**config.mk**
```make
export PLATFORM = sky130hd
export DESIGN_NAME = mac_seq_ctrl_flat
export DESIGN_NICKNAME = d
export VERILOG_FILES = /design/src/rtl/mac_seq_ctrl_if.sv /design/src/rtl/mac_seq_ctrl.sv /design/src/flat_wrapper.sv
export SDC_FILE = /design/constraint.sdc
export NUM_CORES = 1
export LEC_CHECK = 0
export BUFFER_PORTS_ARGS = -buffer_cell sky130_fd_sc_hd__buf_4
export CAP_MARGIN = 15
export CORE_MARGIN = 5
export CORE_UTILIZATION = 57
export CTS_CLUSTER_DIAMETER = 100
export DETAILED_ROUTE_END_ITERATION = 10
export PLACE_DENSITY = 0.81
export SYNTH_ARGS = -nofsm -noshare
export SYNTH_HDL_FRONTEND = slang
export SYNTH_SLANG_ARGS = --single-unit
export TNS_END_PERCENT = 1
```
**constraint.sdc**
```tcl
create_clock -name clk -period 2.46 [get_ports clk]
set_input_delay 0.123 -clock clk [delete_from_list [all_inputs] [get_ports clk]]
set_output_delay 0.123 -clock clk [all_outputs]
set_load 0.02 [all_outputs]
```
**src/rtl/mac_seq_ctrl_if.sv**
```systemverilog
// Command/status bundle between the host side and the MAC sequencer.
// Latency: n/a (wires only).
// Backpressure: start is honoured only while ready=1; op_valid (MAC_SEQ_CTRL_STALL_EN) stalls issue.
interface mac_seq_ctrl_if #(
  parameter int ADDR_W = 8,
  parameter int LEN_W  = 8
);
  logic              start;
  logic [LEN_W-1:0]  len;
  logic              abort;
`ifdef MAC_SEQ_CTRL_STALL_EN
  logic              op_valid;
`endif
  logic              ready;
  logic              busy;
  logic [ADDR_W-1:0] addr;
  logic              op_le;
  logic              acc_clr;
  logic              acc_en;
  logic              done;

  // Host / command side
  modport master (
`ifdef MAC_SEQ_CTRL_STALL_EN
    output op_valid,
`endif
    output start, len, abort,
    input  ready, busy, addr, op_le, acc_clr, acc_en, done
  );

  // Sequencer side
  modport slave (
`ifdef MAC_SEQ_CTRL_STALL_EN
    input  op_valid,
`endif
    input  start, len, abort,
    output ready, busy, addr, op_le, acc_clr, acc_en, done
  );
endinterface

```
**src/rtl/mac_seq_ctrl.sv**
```systemverilog
// MAC sequencer: clear accumulator, walk operand addresses, fire acc_en PIPE_LAT after op_le, pulse done.
// Latency: done at cycle len+2+PIPE_LAT after start acceptance (cycle 2 for len=0).
// Backpressure: start ignored while busy; optional MAC_SEQ_CTRL_STALL_EN adds op_valid to hold issue.
module mac_seq_ctrl #(
  parameter int ADDR_W   = 8,
  parameter int LEN_W    = 8,
  parameter int PIPE_LAT = 2   // legal 1..8
) (
  input  logic          clk,
  input  logic          rst_n,
  mac_seq_ctrl_if.slave bus
);

  localparam logic [2:0] S_IDLE  = 3'd0;
  localparam logic [2:0] S_CLR   = 3'd1;
  localparam logic [2:0] S_ISSUE = 3'd2;
  localparam logic [2:0] S_DRAIN = 3'd3;
  localparam logic [2:0] S_DONE  = 3'd4;

  logic [2:0]          state;
  logic [LEN_W-1:0]    remaining;
  logic [ADDR_W-1:0]   addr_q;
  logic [3:0]          drain_cnt;
  logic [PIPE_LAT-1:0] acc_line;
  logic                issue_adv;
  logic                kill;

  // An issue slot is consumed only when the operand is actually latched.
`ifdef MAC_SEQ_CTRL_STALL_EN
  assign issue_adv = (state == S_ISSUE) && bus.op_valid;
`else
  assign issue_adv = (state == S_ISSUE);
`endif

  // Abort has effect only on an active run; in IDLE it just masks start.
  assign kill = bus.abort && (state != S_IDLE);

  assign bus.ready   = (state == S_IDLE);
  assign bus.busy    = (state != S_IDLE);
  assign bus.addr    = addr_q;
  assign bus.op_le   = issue_adv;
  assign bus.acc_clr = (state == S_CLR);
  assign bus.done    = (state == S_DONE);
  assign bus.acc_en  = acc_line[PIPE_LAT-1];

  // Main sequencer: state, remaining count, operand address and drain timer.
  always_ff @(posedge clk or negedge rst_n) begin
    if (!rst_n) begin
      state     <= S_IDLE;
      remaining <= '0;
      addr_q    <= '0;
      drain_cnt <= '0;
    end else if (kill) begin
      state <= S_IDLE;
    end else begin
      case (state)
        S_IDLE: begin
          if (bus.start && !bus.abort) begin
            state     <= S_CLR;
            remaining <= bus.len;
            addr_q    <= '0;
          end
        end
        S_CLR: begin
          state <= (remaining == '0) ? S_DONE : S_ISSUE;
        end
        S_ISSUE: begin
          if (issue_adv) begin
            addr_q    <= addr_q + 1'b1;
            remaining <= remaining - 1'b1;
            if (remaining == LEN_W'(1)) begin
              state     <= S_DRAIN;
              drain_cnt <= 4'(PIPE_LAT - 1);
            end
          end
        end
        S_DRAIN: begin
          if (drain_cnt == 4'd0) begin
            state <= S_DONE;
          end else begin
            drain_cnt <= drain_cnt - 4'd1;
          end
        end
        S_DONE: begin
          state <= S_IDLE;
        end
        default: begin
          state <= S_IDLE;
        end
      endcase
    end
  end

  // acc_en delay line: mirrors op_le PIPE_LAT cycles later; flushed on abort.
  always_ff @(posedge clk or negedge rst_n) begin
    if (!rst_n) begin
      acc_line <= '0;
    end else if (kill) begin
      acc_line <= '0;
    end else begin
      acc_line[0] <= issue_adv;
      for (int i = 1; i < PIPE_LAT; i++) begin
        acc_line[i] <= acc_line[i-1];
      end
    end
  end

endmodule
```
**src/flat_wrapper.sv**
```systemverilog
// flat-port wrapper written by rule: the top's interface ports become plain ports
module mac_seq_ctrl_flat 
#(
  parameter int ADDR_W   = 8,
  parameter int LEN_W    = 8,
  parameter int PIPE_LAT = 2                
)
  (clk, rst_n, bus_start, bus_len, bus_abort, bus_ready, bus_busy, bus_addr, bus_op_le, bus_acc_clr, bus_acc_en, bus_done);
  mac_seq_ctrl_if #(.ADDR_W(ADDR_W), .LEN_W(LEN_W)) bus_i ();
  input  logic clk;
  input  logic rst_n;
  input wire logic [$bits(bus_i.start)-1:0] bus_start;
  input wire logic [$bits(bus_i.len)-1:0] bus_len;
  input wire logic [$bits(bus_i.abort)-1:0] bus_abort;
  output wire logic [$bits(bus_i.ready)-1:0] bus_ready;
  output wire logic [$bits(bus_i.busy)-1:0] bus_busy;
  output wire logic [$bits(bus_i.addr)-1:0] bus_addr;
  output wire logic [$bits(bus_i.op_le)-1:0] bus_op_le;
  output wire logic [$bits(bus_i.acc_clr)-1:0] bus_acc_clr;
  output wire logic [$bits(bus_i.acc_en)-1:0] bus_acc_en;
  output wire logic [$bits(bus_i.done)-1:0] bus_done;
  assign bus_i.start = bus_start;
  assign bus_i.len = bus_len;
  assign bus_i.abort = bus_abort;
  assign bus_ready = bus_i.ready;
  assign bus_busy = bus_i.busy;
  assign bus_addr = bus_i.addr;
  assign bus_op_le = bus_i.op_le;
  assign bus_acc_clr = bus_i.acc_clr;
  assign bus_acc_en = bus_i.acc_en;
  assign bus_done = bus_i.done;
  mac_seq_ctrl #(.ADDR_W(ADDR_W), .LEN_W(LEN_W), .PIPE_LAT(PIPE_LAT)) u_core (.clk(clk), .rst_n(rst_n), .bus(bus_i));
endmodule
```
==> flow_metrics.env <==
export IMPL_grtUsageMet2_pct=31.6
export IMPL_cts_tree="built"
export IMPL_r2r_start="u_core.remaining[0]"
export IMPL_tns_ns=0
export IMPL_ys_warn_count=0
export IMPL_finalHoldViolCount=0
export IMPL_slew_headroom_pct=60.9
export IMPL_die_w_um=60.9
export IMPL_antenna_cells=0
export IMPL_synth_area_mm2=0.00148
export IMPL_tightest_slew_ns=0.585
export IMPL_postCtsSetupBuffers=0
export IMPL_routed_wl_um=3050
export IMPL_dr_pass1_iters=4
export IMPL_cts_buffers=3
export IMPL_routabilityCongestion=0.772
export IMPL_drive_gt1_share_pct=20.7
export IMPL_route_vias_total=1278
export IMPL_synth_flop_cell="dfrtp_1"
export IMPL_clk_latency_ns=0.32
export IMPL_rsz0062_at_grt="false"
export IMPL_area_growth_pct=14.6
export IMPL_syn_avg_cell_area_um2=9.24
export IMPL_grt_busiest_layer="met2"
export IMPL_async_reset_ff_share_pct=100
export IMPL_startpoint="u_core.remaining[0]"
export IMPL_worstPathMaxFanout=6
export IMPL_drtIter0Drc=71
export IMPL_start_util_pct=59.6
export IMPL_ff_latch_area_um2=626
export IMPL_status="finished clean"
export IMPL_setup_slack_ns=0.654
export IMPL_nets=202
export IMPL_min_path_type="in -> reg"
export IMPL_critPathArrivalTime_ns=2.07
export IMPL_cts_root_buf="clkbuf_4"
export IMPL_synthesis_nets=177
export IMPL_grt_max_degree=26
export IMPL_leakage_nw=0.795
export IMPL_cp_required_ns=2.72
export IMPL_ios=26
export IMPL_cpPeakStageDelay_ns=0.51
export IMPL_hold_start="bus_abort"
export IMPL_cap_violations=0
export IMPL_htreeDepth=1
export IMPL_setup_violations=0
export IMPL_antenna_found_initial=0
export IMPL_cts_sinks=25
export IMPL_multiInputGateArea_um2=742
export IMPL_fin_crit_sh_pct=73.4
export IMPL_rows=18
export IMPL_fillCellCount=206
export IMPL_worstSetupPathType="reg -> reg"
export IMPL_cts_reportedPaths_clkPinSlew_ns=0.14
export IMPL_portBuffers=25
export IMPL_drt_wirelength_per_cell_um=14.3
export IMPL_drc=0
export IMPL_crit_chain="inv_1 -> ha_1 -> nor3b_1 -> a21oi_1 -> and4bb_2"
export IMPL_grt_ovfl_total=0
export IMPL_vias_per_cell=5.97
export IMPL_syn_inst=160
export IMPL_final_antenna_net_count=0
export IMPL_ys_types=48
export IMPL_slew_violations=0
export IMPL_power_density_mw_per_mm2=985
export IMPL_die_h_um=60.9
export IMPL_cp_start_kind="register"
export IMPL_grt_use_met1_pct=26.0
export IMPL_grt_pass1_vias=1220
export IMPL_dpl_worst_slack_ns=0.660
export IMPL_core_area_mm2=0.00248
export IMPL_fin_crit_ns=1.81
export IMPL_cts_buffer_depth=2
export IMPL_met3_usage_pct=3.19
export IMPL_synth_edf_count=0
export IMPL_cp_end_kind="register"
export IMPL_grt_usage_pct=19.3
export IMPL_ys_seq_area_share_pct=42.3
export IMPL_synth_ff_latch_count=25
export IMPL_fin_skew_ns=0.00771
export IMPL_hpwlAfterDp_um=2260
export IMPL_die_area_mm2=0.00371
export IMPL_ir_drop_mv=0.678
export IMPL_fmax_mhz=554
export IMPL_grt_pass1_wl_um=5460
export IMPL_crit_slowest_cell="nor3b_1"
[cells in the final DEF, fill, tap and decap left out, types with 2 or more instances in the layout]
master    synthesis  routed
buf_4             3      29
nand3b_1          2       2
o21ai_0          18      18
inv_1             8       8
or3_1             2       2
dfrtp_1          25      25
nand4_1           3       3
a22o_1            2       2
nor4_1            2       2
clkbuf_4          0       3
a21oi_1          12      12
nor3b_1           5       5
nand2_1           7       7
o21ai_1           2       2
nor2_1           14      14
and2_1            3       3
nand3_1           3       3
o211ai_1          3       3
and3_1            2       2
or4_1             2       2
a31oi_1           2       2
ha_1              5       5
nor3_1            5       5
[logic make-up (layout without fill, tap and decap cells)]
logic type                 Yosys count  count (layout)  share of synthesized area [%]
and+or+nand+nor                     58              58                           22.7
AOI/OAI and AO/OA                   52              52                           22.6
DFF                                 25              25                           42.3
buffers and inverters               19              43                           7.45
adders and majority gates            5               5                           4.23
muxes                                1               1                          0.677
[stage by stage]
| step | total power, W | hold slack [ns] | utilization [%] | instances | area [um2] |
|---|---|---|---|---|---|
| 3_3_place_gp | 0.00145 | 0.0433 | 66.9 | 209 | 1660 |
| 2_1_floorplan | 0.00127 | -0.173 | - | 160 | 1480 |
| 6_report | 0.00167 | 0.0278 | 68.4 | 214 | 1690 |
| 5_1_grt | 0.00182 | 0.0264 | 68.4 | 214 | 1690 |
| 3_5_place_dp | 0.00149 | 0.0442 | 66.9 | 209 | 1660 |
| 4_1_cts | 0.00167 | 0.0235 | 68.4 | 214 | 1690 |
[Yosys cell counts (2+ instances only)]
library cell   n  area share [%]
dfrtp_1       25              42
o21ai_0       18             6.1
nor2_1        14             3.6
a21oi_1       12             4.1
inv_1          8             2.0
nand2_1        7             1.8
ha_1           5             4.2
nor3_1         5             1.7
nor3b_1        5             2.5
and2_1         3             1.3
buf_2          3             1.0
buf_4          3             1.5
buf_6          3             2.3
nand3_1        3             1.0
nand4_1        3             1.3
o211ai_1       3             1.5
a22o_1         2             1.2
a31oi_1        2            0.85
and3_1         2            0.85
nand3b_1       2             1.0
nor4_1         2            0.85
o21ai_1        2            0.68
or3_1          2            0.85
or4_1          2             1.0
[cell type report]
cell class | instances | area share, %
clock buffer | 4 | 1.55
sequential | 25 | 36.9
inverter | 9 | 2.07
timing repair buffer | 30 | 13.4
tap | 30 | 2.22
multi-input combinational | 116 | 43.8
[per-layer routing]
metal / wire length [um] / share of wire, %
met3: 174 / 5.7
met1: 1360 / 45
met2: 1490 / 49
met4: 31 / 1.0
met5: 0 / 0
[final timing paths]
path	endpoint	cells after the start	slack, ns
setup reg to reg	u_core.state[2]	5	0.65
hold reg to reg	u_core.acc_line[1]	1	0.47
max in group asynchronous	u_core.state[1]	2	1.99
hold / removal	u_core.state[1]	2	0.03
setup / recovery	u_core.state[2]	5	0.65
min in group asynchronous	u_core.remaining[4]	2	0.23
[power by group]
group | total [W] | switching [W] | internal (W)
sequential | 0.000704 | 0.000162 | 0.000542
clock | 0.000184 | 0.000121 | 0.0000634
combinational | 0.000780 | 0.000435 | 0.000345
total | 0.00167 | 0.000718 | 0.000950
[critical path: cells and delay by family (launching register included)]
kind            cells  cell delay [ns]
flops               1             0.46
simple gates        2             0.84
buf+inv             1             0.09
compound gates      1             0.18
fa+ha+maj           1             0.17
[registers in the layout (all words and copies together), names as in the netlist]
| signal | cells |
|---|---|
| u_core.acc_line | 2 |
| u_core.bus.addr | 8 |
| u_core.drain_cnt | 4 |
| u_core.remaining | 8 |
| u_core.state | 3 |
[what timing repair did]
action                                 4_1_cts  5_1_grt
endpoints found under the hold margin       25        0
gates resized for setup                      0        0
hold buffers                                 1        0
No activity file was read; power rests on OpenSTA's default activity.
